==> src/rtl/boot_uart_rx_if.sv <==
// Receive-side output bundle of the boot UART: byte strobe, data, framing error and busy.
interface boot_uart_rx_if;
    logic       rx_dv_o;
    logic [7:0] rx_byte_o;
    logic       frame_err_o;
    logic       busy_o;

    modport master (
        output rx_dv_o,
        output rx_byte_o,
        output frame_err_o,
        output busy_o
    );

    modport slave (
        input rx_dv_o,
        input rx_byte_o,
        input frame_err_o,
        input busy_o
    );
endinterface

==> src/rtl/boot_uart_rx.sv <==
// 8N1 UART receiver for the boot loader: mid-bit sampling, glitch rejection,
// framing-error detection with break handling, bit period latched per frame.
module boot_uart_rx (
    input  logic          clk_i,
    input  logic          rst_i,
    input  logic          en_i,
    input  logic [15:0]   clks_per_bit_i,
    input  logic          rx_i,
    boot_uart_rx_if.master rx_if
);

    typedef enum logic [2:0] {
        IDLE,
        START,
        DATA,
        STOP,
        BREAK
    } state_t;

    state_t      state_q, state_d;
    logic        rx_meta_q, rx_s;
    logic [15:0] cnt_q, cnt_d;
    logic [15:0] cpb_q, cpb_d;
    logic [2:0]  bit_idx_q, bit_idx_d;
    logic [7:0]  shift_q, shift_d;
    logic [7:0]  byte_q, byte_d;
    logic        dv_q, dv_d;
    logic        ferr_q, ferr_d;
    logic [15:0] half_end;
    logic [15:0] bit_end;

    // Idle-high line, so the synchronizer resets to 1 to avoid a false start bit.
    always_ff @(posedge clk_i or posedge rst_i) begin
        if (rst_i) begin
            rx_meta_q <= 1'b1;
            rx_s      <= 1'b1;
        end else begin
            rx_meta_q <= rx_i;
            rx_s      <= rx_meta_q;
        end
    end

    always_ff @(posedge clk_i or posedge rst_i) begin
        if (rst_i) begin
            state_q   <= IDLE;
            cnt_q     <= 16'd0;
            cpb_q     <= 16'd2;
            bit_idx_q <= 3'd0;
            shift_q   <= 8'h00;
            byte_q    <= 8'h00;
            dv_q      <= 1'b0;
            ferr_q    <= 1'b0;
        end else begin
            state_q   <= state_d;
            cnt_q     <= cnt_d;
            cpb_q     <= cpb_d;
            bit_idx_q <= bit_idx_d;
            shift_q   <= shift_d;
            byte_q    <= byte_d;
            dv_q      <= dv_d;
            ferr_q    <= ferr_d;
        end
    end

    assign half_end = (cpb_q >> 1) - 16'd1;
    assign bit_end  = cpb_q - 16'd1;

    always_comb begin
        state_d   = state_q;
        cnt_d     = cnt_q;
        cpb_d     = cpb_q;
        bit_idx_d = bit_idx_q;
        shift_d   = shift_q;
        byte_d    = byte_q;
        dv_d      = 1'b0;
        ferr_d    = 1'b0;

        unique case (state_q)
            IDLE: begin
                if (en_i && !rx_s) begin
                    state_d = START;
                    cnt_d   = 16'd0;
                    cpb_d   = (clks_per_bit_i < 16'd2) ? 16'd2 : clks_per_bit_i;
                end
            end
            START: begin
                if (cnt_q == half_end) begin
                    cnt_d     = 16'd0;
                    bit_idx_d = 3'd0;
                    state_d   = rx_s ? IDLE : DATA;
                end else begin
                    cnt_d = cnt_q + 16'd1;
                end
            end
            DATA: begin
                if (cnt_q == bit_end) begin
                    shift_d[bit_idx_q] = rx_s;
                    cnt_d              = 16'd0;
                    if (bit_idx_q == 3'd7) begin
                        state_d = STOP;
                    end else begin
                        bit_idx_d = bit_idx_q + 3'd1;
                    end
                end else begin
                    cnt_d = cnt_q + 16'd1;
                end
            end
            STOP: begin
                if (cnt_q == bit_end) begin
                    cnt_d = 16'd0;
                    if (rx_s) begin
                        byte_d  = shift_q;
                        dv_d    = 1'b1;
                        state_d = IDLE;
                    end else begin
                        ferr_d  = 1'b1;
                        state_d = BREAK;
                    end
                end else begin
                    cnt_d = cnt_q + 16'd1;
                end
            end
            BREAK: begin
                if (rx_s) begin
                    state_d = IDLE;
                end
            end
            default: begin
                state_d = IDLE;
            end
        endcase

        // Disable wins over everything, including a stop sample on the same edge.
        if (!en_i) begin
            state_d   = IDLE;
            cnt_d     = 16'd0;
            bit_idx_d = 3'd0;
            byte_d    = byte_q;
            dv_d      = 1'b0;
            ferr_d    = 1'b0;
        end
    end

    assign rx_if.rx_dv_o     = dv_q;
    assign rx_if.rx_byte_o   = byte_q;
    assign rx_if.frame_err_o = ferr_q;
    assign rx_if.busy_o      = (state_q != IDLE);

endmodule
==> src/flat_wrapper.sv <==
// flat-port wrapper written by rule: the top's interface ports become plain ports
module boot_uart_rx_flat 
  (clk_i, rst_i, en_i, clks_per_bit_i, rx_i, rx_if_rx_dv_o, rx_if_rx_byte_o, rx_if_frame_err_o, rx_if_busy_o);
  boot_uart_rx_if rx_if_i ();
  input  logic clk_i;
  input  logic rst_i;
  input  logic en_i;
  input  logic [15:0] clks_per_bit_i;
  input  logic rx_i;
  output wire logic [$bits(rx_if_i.rx_dv_o)-1:0] rx_if_rx_dv_o;
  output wire logic [$bits(rx_if_i.rx_byte_o)-1:0] rx_if_rx_byte_o;
  output wire logic [$bits(rx_if_i.frame_err_o)-1:0] rx_if_frame_err_o;
  output wire logic [$bits(rx_if_i.busy_o)-1:0] rx_if_busy_o;
  assign rx_if_rx_dv_o = rx_if_i.rx_dv_o;
  assign rx_if_rx_byte_o = rx_if_i.rx_byte_o;
  assign rx_if_frame_err_o = rx_if_i.frame_err_o;
  assign rx_if_busy_o = rx_if_i.busy_o;
  boot_uart_rx u_core (.clk_i(clk_i), .rst_i(rst_i), .en_i(en_i), .clks_per_bit_i(clks_per_bit_i), .rx_i(rx_i), .rx_if(rx_if_i));
endmodule
==> config.mk <==
export PLATFORM = sky130hd
export DESIGN_NAME = boot_uart_rx_flat
export DESIGN_NICKNAME = d
export VERILOG_FILES = /design/src/rtl/boot_uart_rx_if.sv /design/src/rtl/boot_uart_rx.sv /design/src/flat_wrapper.sv
export SDC_FILE = /design/constraint.sdc
export NUM_CORES = 1
export LEC_CHECK = 0
export ABC_AREA = 1
export BUFFER_PORTS_ARGS = -buffer_cell sky130_fd_sc_hd__buf_4
export CAP_MARGIN = 10
export CORE_ASPECT_RATIO = 0.9
export CORE_MARGIN = 5
export CORE_UTILIZATION = 68
export CTS_BUF_LIST = sky130_fd_sc_hd__clkbuf_4 sky130_fd_sc_hd__clkbuf_8
export CTS_CLUSTER_DIAMETER = 50
export DETAILED_ROUTE_END_ITERATION = 12
export PLACE_DENSITY_LB_ADDON = 0.1
export RECOVER_POWER = 100
export SLEW_MARGIN = 20
export SYNTH_ARGS = -nofsm -noshare
export SYNTH_HDL_FRONTEND = slang
export SYNTH_SLANG_ARGS = --single-unit
==> constraint.sdc <==
create_clock -name clk_i -period 3.4 [get_ports clk_i]
set_input_delay 0.68 -clock clk_i [delete_from_list [all_inputs] [get_ports clk_i]]
set_output_delay 0.68 -clock clk_i [all_outputs]
set_load 0.01 [all_outputs]
# Yosys cells after proc, flatten, opt, wreduce, memory -nomap -nowiden
# Cells that the tools add are included.
classes:
  n_addsub: 4
  n_lt_le_gt_ge: 3
  eq_ne: 16
  mux: 32
  reduce_logical: 12
ops:
  columns: ["operator", "n"]
  rows:
  - ["16-bit 2-to-1 mux", 5]
  - ["16-bit case mux with 3 select lines", 1]
  - ["3-bit 2-to-1 mux", 12]
  - ["16-bit == test", 2]
  - ["3-bit by 2-bit != test with 1-bit output, second input constant", 6]
  - ["16-bit by 1-bit adder with 16-bit output, second input constant", 1]
  - ["16-bit by 2-bit less-than comparator with 1-bit output, second input constant", 1]
  - ["15-bit by 1-bit subtractor with 16-bit output, second input constant", 1]
  - ["16-bit by 1-bit subtractor with 16-bit output, second input constant", 1]
  - ["3-bit case mux with 5 select lines", 1]
  - ["1-bit 2-to-1 mux", 9]
  - ["8-bit bitwise mux", 1]
  - ["4-bit AND reduction", 2]
  - ["3-bit by 2-bit == test with 1-bit output, second input constant", 2]
  - ["3-bit == test, second input constant", 2]
  - ["3-bit case mux with 2 select lines", 1]
  - ["2-bit AND reduction", 3]
  - ["6-bit AND reduction", 1]
  - ["3-bit by 4-bit less-than comparator with 1-bit output, second input constant", 1]
  - ["4-bit by 2-bit != test with 1-bit output, second input constant", 1]
  - ["3-bit by 1-bit adder with 3-bit output, second input constant", 1]
  - ["1-bit demux with 3-bit select", 1]
  - ["3-bit by 1-bit == test with 1-bit output, second input constant", 1]
  - ["3-bit by 1-bit >= comparator with 1-bit output, second input constant", 1]
  - ["other kinds (8)", 9]
word_totals:
  register_bits: 58
  inputBits: 20
  output_inout_bits: 11

# Logic depth before layout (Yosys ltp)
# Gate-level depths: netlist (run 1).
logic_depth:
  depth_word: 5
  ltp_mapped: 18
  mapped_depth_nobuf: 18

# Worst setup path after synthesis (run 1)
# OpenSTA, ideal clock, no wires.
synth_path:
  path_kind: "register to register"
  startpoint: "register u_core.cpb_q[2]"
  endpoint: "register u_core.shift_q[0]"
  arrival_time_ns: 1.993
  required_time_ns: 3.284
  slack_ns: 1.290
  path_stages_with_launch: 17
  n_path_buf: 1
  cell_sequence: "dfrtp_1 inv_1 ha_1 inv_1 nor2_1 nand3_1 nor2_1 nand2_1 nand3_1 nand2_1 nor3_2 nand3_1 nor2_4 buf_6 nand2_1 nand2_1 nand2_1"
synth_via:
  elab_chain_len: 3
synth_rtl:
  columns: ["item", "line", "rtl"]
  rows:
  - ["start: declaration", "boot_uart_rx.sv:23", "logic [15:0] cpb_q, cpb_d;"]
  - ["start signal: assignment", "boot_uart_rx.sv:56", "cpb_q <= cpb_d;"]
  - ["16-bit by 1-bit subtractor with 16-bit output", "boot_uart_rx.sv:66", "assign bit_end = cpb_q - 16'd1;"]
  - ["16-bit == test", "boot_uart_rx.sv:96", "if (cnt_q == bit_end) begin"]
  - ["2-bit AND reduction (no source line)", null, null]
  - ["end signal: assignment", "boot_uart_rx.sv:58", "shift_q <= shift_d;"]
  - ["end: declaration", "boot_uart_rx.sv:25", "logic [7:0] shift_q, shift_d;"]
# Every way passes these cells.
# A chain may end at the register's enable or synchronous reset.

# Worst setup path after layout (run 1)
layout_path:
  startpoint: "register u_core.cpb_q[2]"
  endpoint: "register u_core.shift_q[5]"
# Same word-level chain as after synthesis.

==> results of run 1 <==
==> cell type report <==
type	count	share of cell area
multi-input cells	503	0.5182
flip-flops and latches	58	0.3185
inverters	62	0.05122
repair buffers	33	0.04382
clock buffers	10	0.02876
clock inverters	6	0.01972
well taps	72	0.01972
==> final timing paths <==
kind | slack (ns) | cells after the start | end | start
worst max register to register | 0.56 | 15 | u_core.shift_q[5] | u_core.cpb_q[2]
worst max-delay path | 0.56 | 15 | u_core.shift_q[5] | u_core.cpb_q[2]
max in group asynchronous | 1.72 | 3 | u_core.cpb_q[7] | rst_i
worst min register to register | 0.36 | 0 | u_core.rx_s | u_core.rx_meta_q
worst min-delay path | 0.36 | 0 | u_core.rx_s | u_core.rx_meta_q
min in group asynchronous | 0.82 | 3 | u_core.cnt_q[14] | rst_i
==> power by group through the flow <==
stage	clock, mW	sequential, mW	combinational, mW
after floorplan	0	0.952	1.19
after global placement	0	1.02	1.45
final	0.725	1.02	1.51
after CTS	0.740	1.01	1.50
after global routing	0.778	1.03	1.70
after detailed placement	0	1.02	1.48
==> layout by cell type, fill, tap and decap left out, types with 12 or more instances in the layout <==
cell      count
inv_1        59
nor2_1       67
dfrtp_1      55
nand3_1      48
xnor2_1      12
nand2_1     258
xor2_1       22
clkbuf_1     12
o21ai_0      34
nor3_1       12
buf_4        18
==> registers in the layout (all words and copies together), names as in the netlist <==
name                      cells
u_core.cnt_q                 16
u_core.cpb_q                 16
u_core.rx_if.rx_byte_o        8
u_core.shift_q                8
u_core.bit_idx_q              3
u_core.state_q                3
u_core.rx_if.frame_err_o      1
u_core.rx_if.rx_dv_o          1
u_core.rx_meta_q              1
u_core.rx_s                   1
==> stage by stage <==
| stage | hold WS [ns] | power, mW |
|---|---|---|
| floorplan | 0.3452 | 2.144 |
| global placement | 0.3467 | 2.466 |
| detailed placement | 0.3510 | 2.502 |
| CTS | 0.3618 | 3.246 |
| global route | 0.3744 | 3.511 |
| finish | 0.3648 | 3.249 |
==> worst register-to-register path: cells and delay by family (launching register included) <==
| kind | cells | cell delay [ns] |
|---|---|---|
| DFF | 1 | 0.43 |
| AOI/OAI and AO/OA | 1 | 0.27 |
| adders and majority gates | 1 | 0.26 |
| and+or+nand+nor | 11 | 1.53 |
| buffers and inverters | 2 | 0.22 |
==> cell families (layout without fill, tap and decap cells) <==
group / Yosys count / count (layout) / share of synthesized area
AND/OR/NAND/NOR: 419 / 419 / 0.4321
adder cells (fa/ha/maj): 5 / 5 / 0.01509
buffers and inverters: 76 / 111 / 0.07393
XOR/XNOR: 34 / 34 / 0.07182
flip-flops: 58 / 58 / 0.3509
AO/OA/AOI/OAI: 45 / 45 / 0.05613
==> routing by layer <==
layer,global-route usage,up-vias,routed length [um]
li1,-,2063,-
met1,0.4269,1879,4891
met2,0.4354,187,4750
met3,0.08115,17,962
met4,0.08232,0,159
met5,0,-,0
==> results.py, run 1 <==
metrics = {
    "logic_synthesis": {
        "netlist_instances": 637,
        "synthTopCellsByArea": "dfrtp_1 33%, nand2_1 23%, nor2_1 6.1%, nand3_1 5.7%, inv_1 5.2%",
        "synth_warnings": 0,
        "synth.distinct_cells": 31,
        "synth.cell_area_um2": 4146,
        "ys_seq_elements": 58,
        "ys.flop_type": "dfrtp_1",
        "syn_avg_cell_area_um2": 6.509,
        "yosysTopAreaCell": "dfrtp_1",
        "synth_common_cells": "257 x nand2_1, 67 x nor2_1, 57 x inv_1",
        "synth_top_area_frac": 0.3319,
        "synth-async-reset-ratio": 1.000,
        "yosysSeqAreaShare": 0.3509,
        "synth_edf_count": 0,
        "synth_most_common_cell": "nand2_1",
        "syn-num-nets": 662,
    },
    "routing": {
        "wl_per_cell_um": 14.47,
        "drc": 0,
        "drt_iter0_drc": 456,
        "finalWirelength_mm": 10.76,
        "vias": 4146,
        "postRouteAntennaNets": 0,
        "firstDrtPassIters": 5,
        "avgViaCountPerCell": 5.573,
    },
    "cells_and_area": {
        "stdcell_count": 744,
        "multiInputGateArea_um2": 2367,
        "layout.nets": 692,
        "layout-area-overhead-vs-synth_pct": 10.17,
        "stdcell_area_um2": 4568,
        "drive_above_1_share": 0.08482,
        "nFillCells": 485,
        "regArea_um2": 1455,
        "fin_util": 0.7597,
        "diodes": 0,
    },
    "floorplanning": {
        "die_w_um": 92.31,
        "rows": 27,
        "ios": 31,
        "coreArea_um2": 6013,
        "die-area_um2": 7761,
        "initial_core_util": 0.6896,
        "die_height_um": 84.08,
    },
    "grt": {
        "grt_max_degree": 59,
        "first_global_vias": 3881,
        "grt_first_pass_wirelength_mm": 18.24,
        "grt_use_total": 0.2961,
        "grt_antenna_before_repair": 0,
        "grt-ovfl-total": 0,
    },
    "setup_path": {
        "crit_top_cell": "nand2_1",
        "critPathArrivalTime_ns": 3.08,
        "worst_path_largest_cell_delay_ns": 0.43,
        "crit_fanout": 16,
        "path_class": "reg2reg",
        "cp_slowest_cell": "dfrtp_1",
        "path_cells": "inv_1, ha_1, inv_1, nor2_1, nand3_1, o21ai_0, nand2_1, nand2_1, nand2_1, nor3_1, nand3_1, nor2_2, nand2_1, nand2_1, nand2_1",
        "cp_num_buf_inv": 2,
        "crit_path_end_kind": "flip-flop",
        "critical_path.top_delay_family": "simple AND/OR/NAND/NOR gates",
        "cp-start-kind": "flip-flop",
        "worstPathRequired_ns": 3.64,
    },
    "clock_tree": {
        "postCtsSetupBuffers": 0,
        "cts-buffers-inserted": 9,
        "numClockSinks": 58,
        "clock_path_buffers": 2,
        "postCtsHoldBufs": 0,
        "clock_latency_ns": 0.35,
        "htree_levels": 3,
        "cts_root_buf": "clkbuf_8",
        "ctsResizeCount": 0,
        "cts_tree": "built",
        "clk_pin_slew_worst_paths_ns": 0.07,
    },
    "sta": {
        "rsz0062_at_grt": "no",
        "clock.fmax_mhz": 352.0,
        "period_needed_ns": 2.841,
        "fin_ws_ns": 0.5593,
        "relSlewSlack": 0.04229,
        "worstMarginPinSlew_ns": 1.437,
        "slew_violations": 0,
        "setup_violations": 0,
        "tns_ns": 0,
        "hold_violations": 0,
        "timing.final.crit_share": 0.8355,
        "skew_ns": 0.01394,
    },
    "place": {
        "portBuffers": 30,
        "postPlaceCellArea_um2": 4412,
        "dp_slack_ns": 0.7388,
        "gp_congestion": 1.052,
        "post-dp-hpwl_mm": 8.166,
        "placed_cells": 728,
    },
    "pwr": {
        "vdd_drop_max_mv": 0.4939,
        "internal_power_mw": 1.737,
        "swShare": 0.4655,
        "clkPwrFrac": 0.223,
        "leakagePower_nw": 2.272,
        "power.switching_mw": 1.513,
        "powerDensity_nw_per_um2": 711.3,
        "pwr-share-comb": 0.464,
        "power_frac_seq": 0.313,
    },
    "min_path": {
        "hold_class": "reg2reg",
    },
    "run_status": {
        "status": "completed",
    },
    "job": {
        "maxCapViolCount": 0,
    },
}
Note: power is estimated with default switching activity, not from simulation.
==> run 2, diff against run 1 <==
--- a/config.mk
+++ b/config.mk
@@ -5,12 +5,12 @@
 export SDC_FILE = /design/constraint.sdc
 export NUM_CORES = 1
 export LEC_CHECK = 0
-export ABC_AREA = 1
+export ABC_AREA = 0
 export BUFFER_PORTS_ARGS = -buffer_cell sky130_fd_sc_hd__buf_4
 export CAP_MARGIN = 10
 export CORE_ASPECT_RATIO = 0.9
 export CORE_MARGIN = 5
-export CORE_UTILIZATION = 68
+export CORE_UTILIZATION = 63
 export CTS_BUF_LIST = sky130_fd_sc_hd__clkbuf_4 sky130_fd_sc_hd__clkbuf_8
 export CTS_CLUSTER_DIAMETER = 50
 export DETAILED_ROUTE_END_ITERATION = 12
==> constraint.sdc (replaced) <==
create_clock -name clk_i -period 2.9 [get_ports clk_i]
set_input_delay 0.58 -clock clk_i [delete_from_list [all_inputs] [get_ports clk_i]]
set_output_delay 0.58 -clock clk_i [all_outputs]
set_load 0.01 [all_outputs]
==> run 2 against run 1 <==
Compared with the run above: register-to-register slack lost 0.55 ns; non-clock buffer count grew 45; critical endpoint is now u_core.rx_if.rx_byte_o[7]; synthesized cell count down 30%; via count decreased by 10%; combinational power shrank 45%; sequential share of layout area shrank 3.5 points; critical path depth fell by 5; clock skew down 0.0040 ns; area after synthesis is 2.0% higher; die area grew 8.9%.
==> results.py, run 2 <==
metrics = {
    "logic_synthesis": {
        "netlist_instances": 446,
        "synth_top_area_frac": 0.3255,
        "synth_most_common_cell": "dfrtp_1",
        "synth-async-reset-ratio": 1.000,
        "yosysSeqAreaShare": 0.3442,
        "synth_edf_count": 0,
        "synth_warnings": 0,
        "synth_common_cells": "55 x dfrtp_1, 25 x clkbuf_1, 25 x nand2_1",
        "syn_avg_cell_area_um2": 9.479,
        "synth.cell_area_um2": 4228,
        "ys_seq_elements": 58,
        "yosysTopAreaCell": "dfrtp_1",
        "synthTopCellsByArea": "dfrtp_1 33%, mux2_2 5.3%, xnor2_1 5.0%, xor2_1 3.7%, mux2_4 2.8%",
        "synth.distinct_cells": 73,
        "ys.flop_type": "dfrtp_1",
        "syn-num-nets": 471,
    },
    "clock_tree": {
        "cts_root_buf": "clkbuf_8",
        "htree_levels": 3,
        "clock_path_buffers": 2,
        "cts-buffers-inserted": 9,
        "numClockSinks": 58,
        "cts_tree": "built",
        "postCtsHoldBufs": 0,
        "clk_pin_slew_worst_paths_ns": 0.07,
        "clock_latency_ns": 0.35,
    },
    "grt": {
        "grt_antenna_before_repair": 0,
        "grt-ovfl-total": 0,
        "grt_first_pass_wirelength_mm": 18.11,
        "grt_use_total": 0.2811,
        "grt_max_degree": 59,
        "first_global_vias": 3559,
    },
    "place": {
        "postPlaceCellArea_um2": 4690,
        "gp_congestion": 0.9362,
        "portBuffers": 30,
        "post-dp-hpwl_mm": 8.045,
        "placed_cells": 569,
        "dp_slack_ns": -0.08913,
    },
    "pwr": {
        "powerDensity_nw_per_um2": 504.7,
        "leakagePower_nw": 2.161,
        "vdd_drop_max_mv": 0.4615,
    },
    "setup_path": {
        "reg2reg_from": "u_core.cpb_q[1]",
        "path_cells": "inv_1, ha_2, nor4b_4, nand2_1, a211oi_1, o22a_1, nand4_4, nor4_4, buf_4, mux2_4",
        "endpoint": "u_core.rx_if.rx_byte_o[7]",
        "cp-start-kind": "flip-flop",
        "critPathArrivalTime_ns": 3.13,
        "worst_path_largest_cell_delay_ns": 0.38,
        "crit_fanout": 5,
        "path_class": "reg2reg",
        "reg2reg_setup_slack_ns": 0.008,
        "cp_slowest_cell": "nor4b_4",
        "worstPathRequired_ns": 3.13,
        "rr_endpoint": "u_core.rx_if.rx_byte_o[7]",
        "reg2reg_depth": 10,
        "cp-startpoint": "u_core.cpb_q[1]",
        "crit_path_end_kind": "flip-flop",
    },
    "cells_and_area": {
        "diodes": 0,
        "final_cell_mix": "59 x buf_4, 54 x dfrtp_1, 25 x nand2_1",
        "layout-area-overhead-vs-synth_pct": 21.54,
        "stdcell_count": 596,
        "reg_top3": "u_core.cnt_q x16, u_core.cpb_q x16",
        "layout.nets": 526,
        "final_common_cell": "buf_4",
        "drive_above_1_share": 0.3083,
        "nFillCells": 465,
        "fin_util": 0.7844,
        "stdcell_area_um2": 5139,
    },
    "sta": {
        "period_needed_ns": 2.892,
        "timing.final.crit_share": 0.9973,
        "skew_ns": 0.009980,
        "fin_ws_ns": 0.007928,
        "clock.fmax_mhz": 345.8,
        "relSlewSlack": 0.06880,
        "worstMarginPinSlew_ns": 1.397,
        "hold_violations": 0,
        "setup_violations": 0,
        "rsz0062_at_grt": "yes",
        "tns_ns": 0,
        "slew_violations": 0,
    },
    "job": {
        "maxCapViolCount": 0,
    },
    "floorplanning": {
        "ios": 31,
        "coreArea_um2": 6551,
        "die_w_um": 96.35,
        "rows": 28,
        "die-area_um2": 8451,
        "die_height_um": 87.72,
        "initial_core_util": 0.6453,
    },
    "min_path": {
        "hold_class": "in2reg",
        "hp-start": "rx_i",
    },
    "routing": {
        "postRouteAntennaNets": 0,
        "wl_per_cell_um": 18.65,
        "firstDrtPassIters": 5,
        "avgViaCountPerCell": 6.245,
        "vias": 3722,
        "finalWirelength_mm": 11.11,
        "drt_iter0_drc": 338,
        "drc": 0,
    },
    "run_status": {
        "status": "completed",
    },
}
[run 2: per-layer routing]
layer / track usage / share of wire / vias to the layer above
met3: 0.06615 / 0.068 / 28
li1: - / - / 1759
met4: 0.09682 / 0.019 / 0
met5: 0 / 0 / -
met2: 0.4182 / 0.44 / 140
met1: 0.4022 / 0.47 / 1795
[run 2: worst min path at each step]
stage	end	slack, ns	cells past startpoint
2_1_floorplan	u_core.rx_s	0.35	0
4_1_cts	u_core.rx_meta_q	0.33	1
6_report	u_core.rx_meta_q	0.34	1
3_3_place_gp	u_core.rx_s	0.35	0
3_5_place_dp	u_core.rx_s	0.35	0
5_1_grt	u_core.rx_meta_q	0.33	1
[run 2: cell families after synthesis]
| logic type | synth area share |
|---|---|
| buffers and inverters | 0.05327 |
| and+or+nand+nor | 0.2379 |
| adders and majority gates | 0.01480 |
| xor gates and xnor gates | 0.08701 |
| muxes | 0.09115 |
| AOI/OAI and AO/OA | 0.1717 |
| DFF | 0.3442 |
[run 2: where the power goes]
| part | switching, mW | leakage (nW) | internal [mW] |
|---|---|---|---|
| registers | 0.0908 | 0.765 | 0.868 |
| logic | 0.452 | 1.29 | 0.383 |
| clock network | 0.346 | 0.106 | 0.453 |
| total | 0.889 | 2.16 | 1.70 |
[run 2: area by class of cell]
class	instances	area (um2)	area share
clock buffer	12	158.9	0.03092
clock inverter	4	51.30	0.009983
inverter	19	71.32	0.01388
multi-input combinational	335	2705	0.5264
sequential	58	1456	0.2834
tap	90	112.6	0.02191
timing repair buffer	78	583.1	0.1135
[run 2: worst max-delay path, delay by kind of cell, from the launching register on]
family | cells | cell delay [ns]
AND/OR/NAND/NOR | 4 | 0.97
adder cells (fa/ha/maj) | 1 | 0.24
AO/OA/AOI/OAI | 2 | 0.58
buffers and inverters | 2 | 0.31
flip-flops | 1 | 0.37
multiplexers | 1 | 0.31
[run 2: repair_timing]
action                     CTS  global route
cloned                       0             1
pin swaps                    6            17
gates resized for setup      6            30
setup buffers                3             7
setup endpoints to repair   23            32
hold endpoints to repair     0             0
[run 2: through the flow]
stage	total power [mW]	hold slack [ns]
after floorplan	1.481	0.3452
after global placement	1.709	0.3456
after detailed placement	1.724	0.3516
after CTS	2.541	0.3277
after global routing	2.712	0.3327
final	2.594	0.3441
==> run 3, diff against run 2 <==
--- a/config.mk
+++ b/config.mk
@@ -6,14 +6,14 @@
 export NUM_CORES = 1
 export LEC_CHECK = 0
 export ABC_AREA = 0
-export BUFFER_PORTS_ARGS = -buffer_cell sky130_fd_sc_hd__buf_4
 export CAP_MARGIN = 10
 export CORE_ASPECT_RATIO = 0.9
 export CORE_MARGIN = 5
-export CORE_UTILIZATION = 63
+export CORE_UTILIZATION = 67
 export CTS_BUF_LIST = sky130_fd_sc_hd__clkbuf_4 sky130_fd_sc_hd__clkbuf_8
 export CTS_CLUSTER_DIAMETER = 50
 export DETAILED_ROUTE_END_ITERATION = 12
+export DONT_BUFFER_PORTS = 1
 export PLACE_DENSITY_LB_ADDON = 0.1
 export RECOVER_POWER = 100
 export SLEW_MARGIN = 20
==> run 3 against run 2 <==
Compared with the run above: first-iteration DRC count rose by 20%; largest power group unchanged; routed wire length is 1.7% higher; power increased by 1.6%.
==> results.py, run 3 (same netlist as run 2, synthesis figures left out) <==
metrics = {
    "grt": {
        "grt-ovfl-total": 0,
        "grt_use_total": 0.2923,
        "grt_max_degree": 38,
        "grt_first_pass_wirelength_mm": 18.42,
        "first_global_vias": 3544,
        "grt_antenna_before_repair": 0,
    },
    "routing": {
        "avgViaCountPerCell": 6.546,
        "finalWirelength_mm": 11.30,
        "firstDrtPassIters": 5,
        "drt_iter0_drc": 404,
        "wl_per_cell_um": 20.18,
        "drc": 0,
        "vias": 3666,
        "postRouteAntennaNets": 0,
    },
    "clock_tree": {
        "cts_tree": "built",
        "htree_levels": 3,
        "numClockSinks": 58,
        "clk_pin_slew_worst_paths_ns": 0.07,
        "clock_latency_ns": 0.35,
        "cts-buffers-inserted": 9,
        "cts_root_buf": "clkbuf_8",
        "clock_path_buffers": 2,
        "postCtsHoldBufs": 0,
    },
    "sta": {
        "fin_ws_ns": 0.0007363,
        "period_needed_ns": 2.899,
        "hold-worst-slack_ns": 0.2181,
        "relSlewSlack": 0.3933,
        "setup_violations": 0,
        "worstMarginPinSlew_ns": 0.9101,
        "hold_violations": 0,
        "slew_violations": 0,
        "skew_ns": 0.005447,
        "rsz0062_at_grt": "yes",
        "timing.final.crit_share": 0.9997,
        "clock.fmax_mhz": 344.9,
    },
    "floorplanning": {
        "die_height_um": 85.36,
        "ios": 31,
        "die-area_um2": 8001,
        "rows": 27,
        "coreArea_um2": 6115,
        "die_w_um": 93.74,
        "initial_core_util": 0.6914,
    },
    "setup_path": {
        "critPathArrivalTime_ns": 3.14,
        "reg2reg_from": "u_core.cpb_q[3]",
        "reg2reg_depth": 8,
        "cp-start-kind": "flip-flop",
        "crit_fanout": 8,
        "path_cells": "buf_6, nor4b_4, a21oi_2, nand3b_1, a2111oi_4, nand4_4, nor4_1, mux2_2",
        "cp_num_buf_inv": 1,
        "worst_path_largest_cell_delay_ns": 0.47,
        "path_class": "reg2reg",
        "critical_path.top_delay_family": "simple AND/OR/NAND/NOR gates",
        "crit_path_end_kind": "flip-flop",
        "rr_endpoint": "u_core.shift_q[4]",
        "worstPathRequired_ns": 3.14,
        "cp_slowest_cell": "nor4b_4",
        "reg2reg_setup_slack_ns": 0.0007,
    },
    "cells_and_area": {
        "drive_above_1_share": 0.2770,
        "nFillCells": 370,
        "fin_util": 0.7948,
        "diodes": 0,
        "layout-area-overhead-vs-synth_pct": 14.95,
        "final_cell_mix": "53 x dfrtp_1, 40 x buf_4, 24 x xnor2_1",
        "layout.nets": 493,
        "stdcell_count": 560,
        "reg_top3": "u_core.cnt_q x16, u_core.cpb_q x16",
        "final_common_cell": "dfrtp_1",
        "stdcell_area_um2": 4860,
    },
    "place": {
        "placed_cells": 538,
        "post-dp-hpwl_mm": 8.039,
        "portBuffers": 0,
        "postPlaceCellArea_um2": 4476,
        "gp_congestion": 0.9320,
        "dp_slack_ns": -0.1299,
    },
    "min_path": {
        "hp-start": "rx_i",
        "hold_path_end": "u_core.rx_meta_q",
        "hold_class": "in2reg",
        "hold_path_depth": 0,
    },
    "pwr": {
        "powerDensity_nw_per_um2": 542.3,
        "vdd_drop_max_mv": 0.5319,
        "leakagePower_nw": 2.029,
    },
    "run_status": {
        "status": "completed",
    },
    "job": {
        "maxCapViolCount": 0,
    },
}
[run 3: cell count changes in the layout (fill, tap and decap cells not counted), sizes merged]
cell    previous run  this run
bufinv             1         2
clkbuf            27        11
buf               63        44
inv               18        19
[run 3: how the worst max path moves through the flow]
stage                    startpoint                        end  slack [ns]  depth (start not counted)
floorplan           u_core.cpb_q[1]            u_core.cnt_q[0]        0.03                         12
global placement    u_core.cpb_q[2]  u_core.rx_if.rx_byte_o[4]       -0.05                         11
detailed placement  u_core.cpb_q[2]           u_core.cnt_q[11]       -0.13                         12
CTS                 u_core.cpb_q[1]        u_core.bit_idx_q[0]        0.02                         10
global route        u_core.cpb_q[3]           u_core.cnt_q[11]       -0.06                         10
finish              u_core.cpb_q[3]          u_core.shift_q[4]      0.0007                          8
[run 3: per-stage QoR]
stage	total power [mW]	setup TNS, ns
finish	2.635	0
floorplan	1.481	0
global route	2.757	-0.7361
global placement	1.676	-0.4784
CTS	2.573	0
detailed placement	1.692	-1.256
[run 3: final cells by class]
type	count	area, um2	area share
Sequential cell	58	1458	0.2999
Multi-Input combinational cell	335	2650	0.5453
Timing Repair Buffer	45	350.3	0.07209
Tap cell	87	108.9	0.02240
Inverter	19	71.32	0.01468
Clock inverter	6	90.09	0.01854
Clock buffer	10	131.4	0.02703
[run 3: power by group]
part           total [mW]  internal [mW]  switching, mW
Sequential          0.957          0.869         0.0877
Combinational       0.827          0.372          0.456
Clock               0.852          0.496          0.356
Total                2.64           1.74          0.899
[run 3: timing repair]
item	4_1_cts	5_1_grt
pin swaps	5	14
gates cloned	0	0
endpoints found under the hold margin	0	0
resized for setup	10	21
endpoints found under the setup margin	21	35
setup buffers	3	4
[run 3: routing by layer]
metal	up-vias	track usage	part of all wire	routed length (um)
met2	183	0.4178	0.44	5017
met1	1772	0.4345	0.46	5151
met5	-	0	0	0
met3	18	0.08954	0.090	1016
met4	0	0.06168	0.010	117
li1	1693	-	-	-
